===== src/rtl/pipe_ctrl_pkg.sv =====
// pipe_ctrl_pkg: state encodings, stall causes and register-zero constant for pipeline_controller
package pipe_ctrl_pkg;
  typedef enum logic [1:0] {
    S_RUN        = 2'd0,
    S_LOAD_STALL = 2'd1,
    S_FLUSH      = 2'd2,
    S_MEM_WAIT   = 2'd3
  } state_e;
  typedef enum logic [1:0] {
    C_NONE   = 2'd0,
    C_MEM    = 2'd1,
    C_BRANCH = 2'd2,
    C_LOAD   = 2'd3
  } cause_e;
  localparam logic [4:0] REG_ZERO = 5'd0;
endpackage


===== src/rtl/load_use_detect.sv =====
// load_use_detect: flags a load in EX whose non-zero destination is read by the instruction in ID
module load_use_detect
  import pipe_ctrl_pkg::*;
(
  input  logic       ex_mem_read,
  input  logic [4:0] ex_rt,
  input  logic [4:0] id_rs,
  input  logic [4:0] id_rt,
  input  logic       id_uses_rt,
  output logic       hazard
);
  assign hazard = ex_mem_read & (ex_rt != REG_ZERO) & ((ex_rt == id_rs) | (id_uses_rt & (ex_rt == id_rt)));
endmodule


===== src/rtl/pipeline_controller.sv =====
// pipeline_controller: 5-stage hazard/stall/flush control; `PIPE_CTRL_PERF_EN adds stall_cycles/flush_events counters
module pipeline_controller
  import pipe_ctrl_pkg::*;
#(
  parameter int unsigned MAX_WAIT = 16
) (
  input  logic       clk,
  input  logic       rst,
  input  logic [4:0] id_rs,
  input  logic [4:0] id_rt,
  input  logic       id_uses_rt,
  input  logic       ex_mem_read,
  input  logic [4:0] ex_rt,
  input  logic       mem_branch_taken,
  input  logic       mem_access,
  input  logic       mem_ready,
  output logic       pc_write_en,
  output logic       pc_sel_branch,
  output logic       if_id_write_en,
  output logic       id_ex_write_en,
  output logic       ex_mem_write_en,
  output logic       mem_wb_write_en,
  output logic       if_id_flush,
  output logic       id_ex_flush,
  output logic       ex_mem_flush,
  output logic       mem_wb_flush,
  output logic [1:0] ctrl_state,
  output logic       mem_timeout
`ifdef PIPE_CTRL_PERF_EN
  ,
  output logic [31:0] stall_cycles,
  output logic [31:0] flush_events
`endif
);
  localparam logic [7:0] MW = 8'(MAX_WAIT);
  state_e state_q, state_d;
  cause_e cause;
  logic [7:0] wait_q, wait_d;
  logic timeout_q, timeout_d;
  logic hazard, hold;
  load_use_detect u_lud (
    .ex_mem_read(ex_mem_read),
    .ex_rt      (ex_rt),
    .id_rs      (id_rs),
    .id_rt      (id_rt),
    .id_uses_rt (id_uses_rt),
    .hazard     (hazard)
  );
  assign hold = (state_q == S_MEM_WAIT) ? !mem_ready : mem_access & !mem_ready;
  always_comb begin
    state_d   = S_RUN;
    wait_d    = '0;
    timeout_d = timeout_q;
    cause     = C_NONE;
    if (hold) begin
      cause     = C_MEM;
      state_d   = S_MEM_WAIT;
      wait_d    = (state_q != S_MEM_WAIT) ? 8'd1 : (wait_q == 8'hff) ? wait_q : wait_q + 8'd1;
      timeout_d = timeout_q | ((state_q == S_MEM_WAIT) & (wait_q == MW));
    end else if (mem_branch_taken & (state_q != S_FLUSH)) begin
      cause   = C_BRANCH;
      state_d = S_FLUSH;
    end else if (hazard & (state_q != S_LOAD_STALL)) begin
      cause   = C_LOAD;
      state_d = S_LOAD_STALL;
    end
  end
  assign pc_write_en     = !(rst | (cause == C_MEM) | (cause == C_LOAD));
  assign if_id_write_en  = pc_write_en;
  assign id_ex_write_en  = !(rst | (cause == C_MEM));
  assign ex_mem_write_en = id_ex_write_en;
  assign mem_wb_write_en = !rst;
  assign if_id_flush     = rst | (cause == C_BRANCH);
  assign id_ex_flush     = rst | (cause == C_BRANCH) | (cause == C_LOAD);
  assign ex_mem_flush    = if_id_flush;
  assign mem_wb_flush    = rst | (cause == C_MEM);
  assign pc_sel_branch   = !rst & (cause == C_BRANCH);
  assign ctrl_state      = state_q;
  assign mem_timeout     = timeout_q;
  always_ff @(posedge clk) begin
    if (rst) begin
      state_q   <= S_RUN;
      wait_q    <= '0;
      timeout_q <= 1'b0;
    end else begin
      state_q   <= state_d;
      wait_q    <= wait_d;
      timeout_q <= timeout_d;
    end
  end
`ifdef PIPE_CTRL_PERF_EN
  logic [31:0] stall_q, flush_q;
  always_ff @(posedge clk) begin
    stall_q <= rst ? '0 : stall_q + {31'd0, !pc_write_en};
    flush_q <= rst ? '0 : flush_q + {31'd0, cause == C_BRANCH};
  end
  assign stall_cycles = stall_q;
  assign flush_events = flush_q;
`endif
endmodule


===== config.mk =====
export PLATFORM = sky130hd
export DESIGN_NAME = pipeline_controller
export DESIGN_NICKNAME = d
export VERILOG_FILES = /design/src/rtl/pipe_ctrl_pkg.sv /design/src/rtl/load_use_detect.sv /design/src/rtl/pipeline_controller.sv
export SDC_FILE = /design/constraint.sdc
export NUM_CORES = 1
export LEC_CHECK = 0
export ABC_CLOCK_PERIOD_IN_PS = 2230
export CAP_MARGIN = 0
export CORE_UTILIZATION = 40
export DETAILED_ROUTE_END_ITERATION = 10
export PLACE_DENSITY_LB_ADDON = 0.25
export SLEW_MARGIN = 20
export SYNTH_ARGS = -nofsm -noshare
export SYNTH_HDL_FRONTEND = slang
export SYNTH_HIERARCHICAL = 1
export SYNTH_SLANG_ARGS = --single-unit

===== constraint.sdc =====
create_clock -name clk -period 2.23 [get_ports clk]
set_input_delay 0.446 -clock clk [delete_from_list [all_inputs] [get_ports clk]]
set_output_delay 0.446 -clock clk [all_outputs]
set_load 0.02 [all_outputs]

# Word level (Yosys, flattened, before mapping)
# Cells that the tools add are included.
[totals]
regBits = 11
input_bits = 22
output_inout_bits = 13
[op_classes]
add_sub_neg = 1
n_eq_ne = 12
mux = 9
n_bitwise = 15
n_reduce_logical = 7
[op_table]
columns = ["cell", "count"]
rows = [
  ["5-bit == test", 2],
  ["2-bit 2-to-1 mux", 5],
  ["8-bit by 1-bit adder with 8-bit output (second input constant)", 1],
  ["1-bit AND", 8],
  ["8-bit by 5-bit == test with 1-bit output (second input constant)", 1],
  ["8-bit == test (second input constant)", 1],
  ["2-bit == test (second input constant)", 3],
  ["2-bit inequality test (second input constant)", 3],
  ["1-bit OR", 6],
  ["5-bit nonzero test", 1],
  ["1-bit logical NOT", 4],
  ["1-bit 2-to-1 mux", 4],
  ["3-bit OR reduction", 1],
  ["2-bit by 1-bit == test with 1-bit output (second input constant)", 1],
  ["2-bit by 1-bit inequality test with 1-bit output (second input constant)", 1],
  ["2-bit OR reduction", 1],
  ["1-bit inverter", 1],
]

# Depth between registers and ports, before layout
# Gate-level depths: netlist (run 1).
[logic_depth]
ltp_word = 12
mapped_depth = 7
ltp_nobuf = 7

# Cells and area by module
# Netlist (run 1), hierarchy kept.
[modules_own_cells]
columns = ["mod", "instances", "cells_per_inst", "area_per_inst_um2", "seq_area_each_um2"]
rows = [
  ["pipeline_controller", 1, 79, 646.9, 220.2],
  ["load_use_detect", 1, 17, 132.6, 0.0],
]

# Worst setup path before layout (run 1)
# No wires, ideal clock.
[synth_path]
path_kind = "register to output"
start = "register state_q[1], in the netlist ctrl_state[1]"
end = "output port id_ex_write_en"
arrival_time_ps = 1869
t_required_ps = 1784
slack_ps = -85
path_stages_with_launch = 6
path_buffers = 1
path_cell_list = "dfxtp_1 > and2_2 > nor2_1 > o21ai_0 > inv_1 > buf_4"
[synth_via]
elab_chain_len = 8
[synth_rtl]
columns = ["item", "line_no", "source"]
rows = [
  ["start: declaration", "pipeline_controller.sv:36", "state_e state_q, state_d;"],
  ["start signal: assignment", "pipeline_controller.sv:86", "state_q <= state_d;"],
  ["2-bit by 1-bit inequality test with 1-bit output", "pipeline_controller.sv:63", "end else if (hazard & (state_q != S_LOAD_STALL)) begin"],
  ["1-bit AND", "pipeline_controller.sv:63", ""],
  ["2-bit 2-to-1 mux", "pipeline_controller.sv:63", ""],
  ["2-bit 2-to-1 mux", "pipeline_controller.sv:60", "end else if (mem_branch_taken & (state_q != S_FLUSH)) begin"],
  ["2-bit 2-to-1 mux (*)", "pipeline_controller.sv:55", "if (hold) begin"],
  ["2-bit by 1-bit == test with 1-bit output (*)", "--", ""],
  ["1-bit OR (*)", "--", ""],
  ["named net mem_wb_flush", "pipeline_controller.sv:26", "output logic mem_wb_flush,"],
  ["1-bit logical NOT (*)", "pipeline_controller.sv:70", "assign id_ex_write_en = !(rst | (cause == C_MEM));"],
  ["end: declaration", "pipeline_controller.sv:20", "output logic id_ex_write_en,"],
]
# Mark *: on every way through the listed nets, which the timed path passes. The rest lies on a longest branch.

# Final worst setup path (run 1)
[layout_path]
start = "input port ex_rt[3]"
end = "output port id_ex_flush"
[layout_via]
elab_chain_len = 11
[layout_rtl]
columns = ["item", "line_no", "source"]
rows = [
  ["start: declaration", "pipeline_controller.sv:13", "input logic [4:0] ex_rt,"],
  ["5-bit == test", "load_use_detect.sv:12", "assign hazard = ex_mem_read & (ex_rt != REG_ZERO) & ((ex_rt == id_rs) | (id_uses_rt & (ex_rt == id_rt)));"],
  ["1-bit AND", "load_use_detect.sv:12", ""],
  ["1-bit OR", "load_use_detect.sv:12", ""],
  ["1-bit AND (*)", "load_use_detect.sv:12", ""],
  ["named net hazard", "pipeline_controller.sv:40", "logic hazard, hold;"],
  ["1-bit AND (*)", "pipeline_controller.sv:63", ""],
  ["2-bit 2-to-1 mux (*)", "pipeline_controller.sv:63", ""],
  ["2-bit 2-to-1 mux (*)", "pipeline_controller.sv:60", ""],
  ["2-bit 2-to-1 mux (*)", "pipeline_controller.sv:55", ""],
  ["2-bit == test", "pipeline_controller.sv:74", "assign id_ex_flush = rst | (cause == C_BRANCH) | (cause == C_LOAD);"],
  ["1-bit OR", "pipeline_controller.sv:74", ""],
  ["1-bit OR (*)", "pipeline_controller.sv:74", ""],
  ["end: declaration", "pipeline_controller.sv:24", "output logic id_ex_flush,"],
]
# Marks and branches as above.

==> results of run 1 <==
[logic make-up (layout without fill, tap and decap cells)]
logic type,after synthesis,in the layout,share of synthesized area
flip-flops,11,11,0.283
adder cells (fa/ha/maj),3,3,0.0449
XOR/XNOR,12,12,0.135
multiplexers,1,1,0.0128
AO/OA/AOI/OAI,19,19,0.164
buffers and inverters,10,56,0.0626
AND/OR/NAND/NOR,40,40,0.299
[cell usage in the layout, fill, tap and decap left out, types with 2 or more instances in the layout]
cell	count
clkbuf_2	6
a21oi_1	4
nor3_1	5
buf_4	13
xor2_1	7
dlymetal6s2s_1	7
nor2_1	15
inv_1	7
dlygate4sd2_1	5
and3_1	2
dfxtp_1	11
nor4b_1	2
clkbuf_4	3
nand3_1	5
nand2_1	3
ha_1	2
a21oi_2	3
xnor2_1	3
clkdlybuf4s50_1	10
a31oi_1	2
o21ai_2	2
[flip-flops by register name (all words and copies together), names as in the netlist]
name,cells
wait_q,8
ctrl_state,2
mem_timeout,1
[stage by stage]
stage          hold slack, ps  worst slack (ps)  TNS [ps]  cell area (sq um)
2_1_floorplan             518              18.6         0                779
3_3_place_gp              466              -789     -2960               1200
3_5_place_dp              469              -849     -3090               1200
4_1_cts                   492              -122      -208               1240
5_1_grt                   523             -68.4     -72.9               1250
6_report                  487             -15.3     -15.3               1250
[critical path, delay by kind of cell]
kind	cells	cell delay, ps
AO/OA/AOI/OAI	5	520
buffers and inverters	3	370
AND/OR/NAND/NOR	1	470
[cell type report]
type                       count  share of cell area
tap                           25              0.0250
clock buffer                   4              0.0210
sequential                    11               0.176
timing repair buffer          45               0.321
inverter                       7              0.0210
multi-input combinational     75               0.436
[power by group]
group	internal (W)	leakage, nW	switching (W)	total [W]
logic	0.0000817	0.490	0.0000749	0.000157
registers	0.000200	0.0892	0.00000471	0.000205
clock network	0.0000692	0.0150	0.0000647	0.000134
total	0.000351	0.594	0.000144	0.000495
[what timing repair did]
action                                  4_1_cts  5_1_grt
setup buffers                                 1        1
pin swaps                                     7       12
gates resized for setup                      47       20
endpoints found under the setup margin        9        5
[worst paths after layout]
path                             startpoint  cells past startpoint     endpoint  slack, ps
worst min-delay path            mem_timeout                      2  mem_timeout        490
worst min register to register  mem_timeout                      2  mem_timeout        490
worst max register to register    wait_q[1]                      5    wait_q[1]        850
worst max-delay path               ex_rt[3]                      9  id_ex_flush        -20
[routing by layer]
metal	part of all wire	routed length [um]
met1	0.47	1010
met2	0.48	1020
met3	0.048	102
met4	0.0037	8
met5	0	0
==> metrics.md, run 1 <==
| Metric | Value |
|---|---|
| ANT nets after route | 0 |
| Top Usage Layer GRT | met2 |
| Final Non-Filler Cells | 167 |
| Power per cell area | 396 nW/um^2 |
| Die H | 46.1 um |
| Critical Path Sink Type | output pin |
| Met3 usage | 0.0706 |
| Asr flop ratio synth | 0 |
| Clk sink count | 11 |
| Antenna diodes | 0 |
| Multi-input gate area | about 550 sq um |
| Utilization after layout | 0.702 |
| Type of origin of the critical path | input port |
| Sequential Area | between 200 and 250 sq um |
| Clock latency on the worst-skew pair | around 270 ps |
| Synthesized Nets | 120 |
| Vias in the first global route | between 700 and 800 |
| Placed Cells | 161 |
| Max-slew violations | 0 |
| Slew headroom | 0.826 |
| Min-Delay Path Class | reg -> reg |
| DR vias/cell | between 4 and 5 |
| Dpl hpwl | 1.62 mm |
| Initial antenna violation count | 0 |
| Mean Syn Cell Area | 8.12 sq um |
| Met1 usage | 0.285 |
| Max cap viols | 0 |
| CP max FO | 2 |
| Maximum clock insertion buffer count | 2 |
| Fillcell total | 151 |
| Unique masters post-synth | 34 |
| Via count | 827 |
| Worst Path Required | 1780 ps |
| Layout area overhead | 60.5% |
| Unrepaired setup endpoints after global routing | true |
| Worst-path clk slew | around 70 ps |
| WP data arrival | 1800 ps |
| Share of layout cells above drive strength 1 | 0.296 |
| CP max stage delay | roughly 470 ps |
| Leak Pwr | approximately 0.59 nW |
| Flops & latches, synth | 11 |
| Worst-Margin Slew | about 260 ps |
| Final Total Pwr | approximately 0.0005 W |
| Top cell type's share of synthesized area | 0.283 |
| Status | finished with violations |
| Pre-antenna DRT Iters | 4 |
| Final Wtd Congestion | 0.855 |
| Endpoints failing hold | 0 |
| Number of port buffers | 34 |
| Slowest cell on the critical path | or4_4 |
| Worst Skew | between 2 and 3 ps |
| Final wirelength | ~2.1 mm |
| GRT met2 Usage | 0.397 |
| TritonCTS clock tree | built |
| Die area | 2130 sq um |
| Critical path, cell by cell | buf_8, buf_6, or4_4, o21ai_2, a21oi_2, a21o_1, o31ai_2, a21oi_1, buf_4 |
| Die width | 46.1 um |
| Std cell rows | 15 |
| Grt total ovfl | 0 |
| I/O pin cnt | 35 |
| Initial Utilization | 0.437 |
| First DRT Iteration DRCs | 20 |
| H-tree depth | 1 |
| Synth top area cells | dfxtp_1 (28%), xor2_1 (9.0%), nor2_1 (7.2%) |
| Failing checks | setup timing |
| Most frequent cell after synthesis | nor2_1 |
| Post-synth EDFFs | 0 |
| F_max | 0.445 GHz |
| Cells after synthesis | 96 |
| Tmin final | between 2000 and 2500 ps |
| Gr usage total | 0.228 |
| Maximum vdd drop | 0.394 mV |
| Final setup violation count | 1 |
| Largest net degree at the start of global routing | 8 |
| Final worst setup slack | -15.3 ps |
| Clock Tree Root | clkbuf_4 |
| Yosys warning total | 6 |
| Setup CP Type | in -> out |
| Core area | 1780 sq um |
| Crit share post-route | 1.01 |
| Hold-fix buffers, CTS | 0 |
| Post-synthesis sequential area ratio | 0.283 |
| TritonCTS buffer count | 3 |
| WL/cell | 12.8 um |
| DRC | 0 |
| Ys flop type | dfxtp_1 |
| First-pass GRT wire length | 3.44 mm |
| Cell taking the most area after synthesis | dfxtp_1 |
| Fin nets | 167 |
| Synthesized area | 779 sq um |
| Top cells by instance count after synthesis | nor2_1 (15), dfxtp_1 (11), xor2_1 (8) |
Power figures use the tool's default switching activity.
==> run 2, diff against run 1 <==
--- a/config.mk
+++ b/config.mk
@@ -7,6 +7,7 @@
 export LEC_CHECK = 0
 export ABC_CLOCK_PERIOD_IN_PS = 2230
 export CAP_MARGIN = 0
+export CORE_ASPECT_RATIO = 1.25
 export CORE_UTILIZATION = 40
 export DETAILED_ROUTE_END_ITERATION = 10
 export PLACE_DENSITY_LB_ADDON = 0.25
==> metrics.md, run 2 (synthesized netlist as in run 1, its figures left out) <==
| Metric | Value |
|---|---|
| Status | finished with violations |
| Failing checks | setup timing |
| Clock latency on the worst-skew pair | 270 ps |
| Clk sink count | 11 |
| H-tree depth | 1 |
| ANT nets after route | 0 |
| Layout area overhead | 61.5% |
| Worst Path Required | 1780 ps |
| Crit share post-route | 1.03 |
| WL/cell | between 10 and 15 um |
| Die width | 41.5 um |
| DR vias/cell | 5.16 |
| TritonCTS buffer count | 3 |
| Unrepaired setup endpoints after global routing | true |
| Antenna diodes | 0 |
| CP max stage delay | between 500 and 600 ps |
| I/O pin cnt | 35 |
| Utilization after layout | 0.696 |
| Via count | ~840 |
| Share of layout cells above drive strength 1 | 0.306 |
| Commonest non-fill, non-tap cell in the layout | nor2_1 |
| F_max | 0.436 GHz |
| Vias in the first global route | approximately 800 |
| WP data arrival | 1850 ps |
| Core area | 1810 sq um |
| Tmin final | 2290 ps |
| Std cell rows | 17 |
| Pre-antenna DRT Iters | 4 |
| Clock Tree Root | clkbuf_4 |
| Final Wtd Congestion | 0.877 |
| Setup total negative slack | -78.0 ps |
| Hold path start | mem_timeout |
| Gr usage total | 0.208 |
| Die H | 51.4 um |
| Largest Register | wait_q |
| Max cap viols | 0 |
| CP max FO | 3 |
| Slowest cell on the critical path | or4_4 |
| Type of origin of the critical path | input port |
| Leak Pwr | roughly 0.56 nW |
| Dpl hpwl | around 1.5 mm |
| Final wirelength | 2.00 mm |
| Worst r2r src | wait_q[1] |
| Final setup violation count | 3 |
| Critical Path Sink Type | output pin |
| Initial antenna violation count | 0 |
| Final worst setup slack | -61.2 ps |
| Critical path, cell by cell | buf_8, buf_6, or4_4, o21ai_2, a21oi_2, a21o_1, o31ai_1, a21oi_1, buf_4 |
| Worst-Margin Slew | 359 ps |
| First-pass GRT wire length | about 3.4 mm |
| Grt total ovfl | 0 |
| Worst-path clk slew | 60 ps |
| Worst setup path start | ex_rt[3] |
| Maximum vdd drop | 0.403 mV |
| Fin nets | 169 |
| Power per cell area | just under 400 nW/um^2 |
| Die area | 2130 sq um |
| Max-slew violations | 0 |
| Worst Skew | 1.63 ps |
| DRC | 0 |
| Setup CP Type | in -> out |
| Min-Delay Path Class | reg -> reg |
| Initial Utilization | 0.431 |
| Endpoints failing hold | 0 |
| Largest net degree at the start of global routing | 8 |
| Maximum clock insertion buffer count | 2 |
| Number of port buffers | 34 |
| Commonest cells after routing, fill and taps aside | nor2_1 (15), buf_4 (13), clkdlybuf4s50_1 (12) |
| TritonCTS clock tree | built |
| Fillcell total | 152 |
| Max reg flops | 8 |
| First DRT Iteration DRCs | 13 |
| Slew headroom | 0.757 |
## run 2: cell types whose count changed in the layout (fill, tap and decap cells not counted), sizes merged
cell           before  now
buf                16   18
clkdlybuf4s15       1    3
clkdlybuf4s50      10   12
dlygate4sd2         5    6
dlymetal6s2s        7    2
## run 2: per-layer routing
layer | up-vias | share of wire | track usage | wire [um]
met3 | 5 | 0.053 | 0.0424 | 107
met5 | - | 0 | 0 | 0
met2 | 27 | 0.50 | 0.375 | 1010
li1 | 432 | - | - | -
met4 | 0 | 0.024 | 0.113 | 49
met1 | 377 | 0.42 | 0.225 | 835
## run 2: power by group
part           switching (W)  leakage (nW)  internal, W
Combinational      0.0000739         0.457    0.0000858
Clock              0.0000668        0.0150    0.0000694
Sequential        0.00000392        0.0892     0.000200
Total               0.000145         0.561     0.000355
## run 2: path summary, 6_finish.rpt
kind                 endpoint  slack (ps)  cells after the start
setup / recovery  id_ex_flush         -60                      9
hold / removal    mem_timeout         470                      2
setup reg to reg    wait_q[1]         880                      5
hold reg to reg   mem_timeout         470                      2
## run 2: stage by stage
step           cell area, sq um  std cells  total power, W  hold WS, ps  setup slack [ps]
2_1_floorplan               779         96        0.000277          518              18.6
3_3_place_gp               1200        157        0.000368          450              -825
3_5_place_dp               1200        157        0.000369          466              -885
4_1_cts                    1230        161        0.000498          481              -144
5_1_grt                    1260        163        0.000525          507              -165
6_report                   1260        163        0.000500          474             -61.2
## run 2: cell type report
cell class              instances  area (sq um)  share of cell area
clock buffers                   4          26.3              0.0209
inverters                       7          26.3              0.0209
multi-input cells              75           544               0.432
flip-flops and latches         11           220               0.175
well taps                      19          23.8              0.0189
repair buffers                 47           418               0.332
## run 2: critical path: cells and delay by family
| family | cells | cell delay (ps) |
|---|---|---|
| compound gates | 5 | 510 |
| buf+inv | 3 | 360 |
| simple gates | 1 | 530 |
## run 2: timing repair
item                                    4_1_cts  5_1_grt
hold buffers                                  0        0
resized for setup                            45       26
buffers inserted                              0        2
endpoints found under the setup margin        9        6
pin swaps                                     8       13
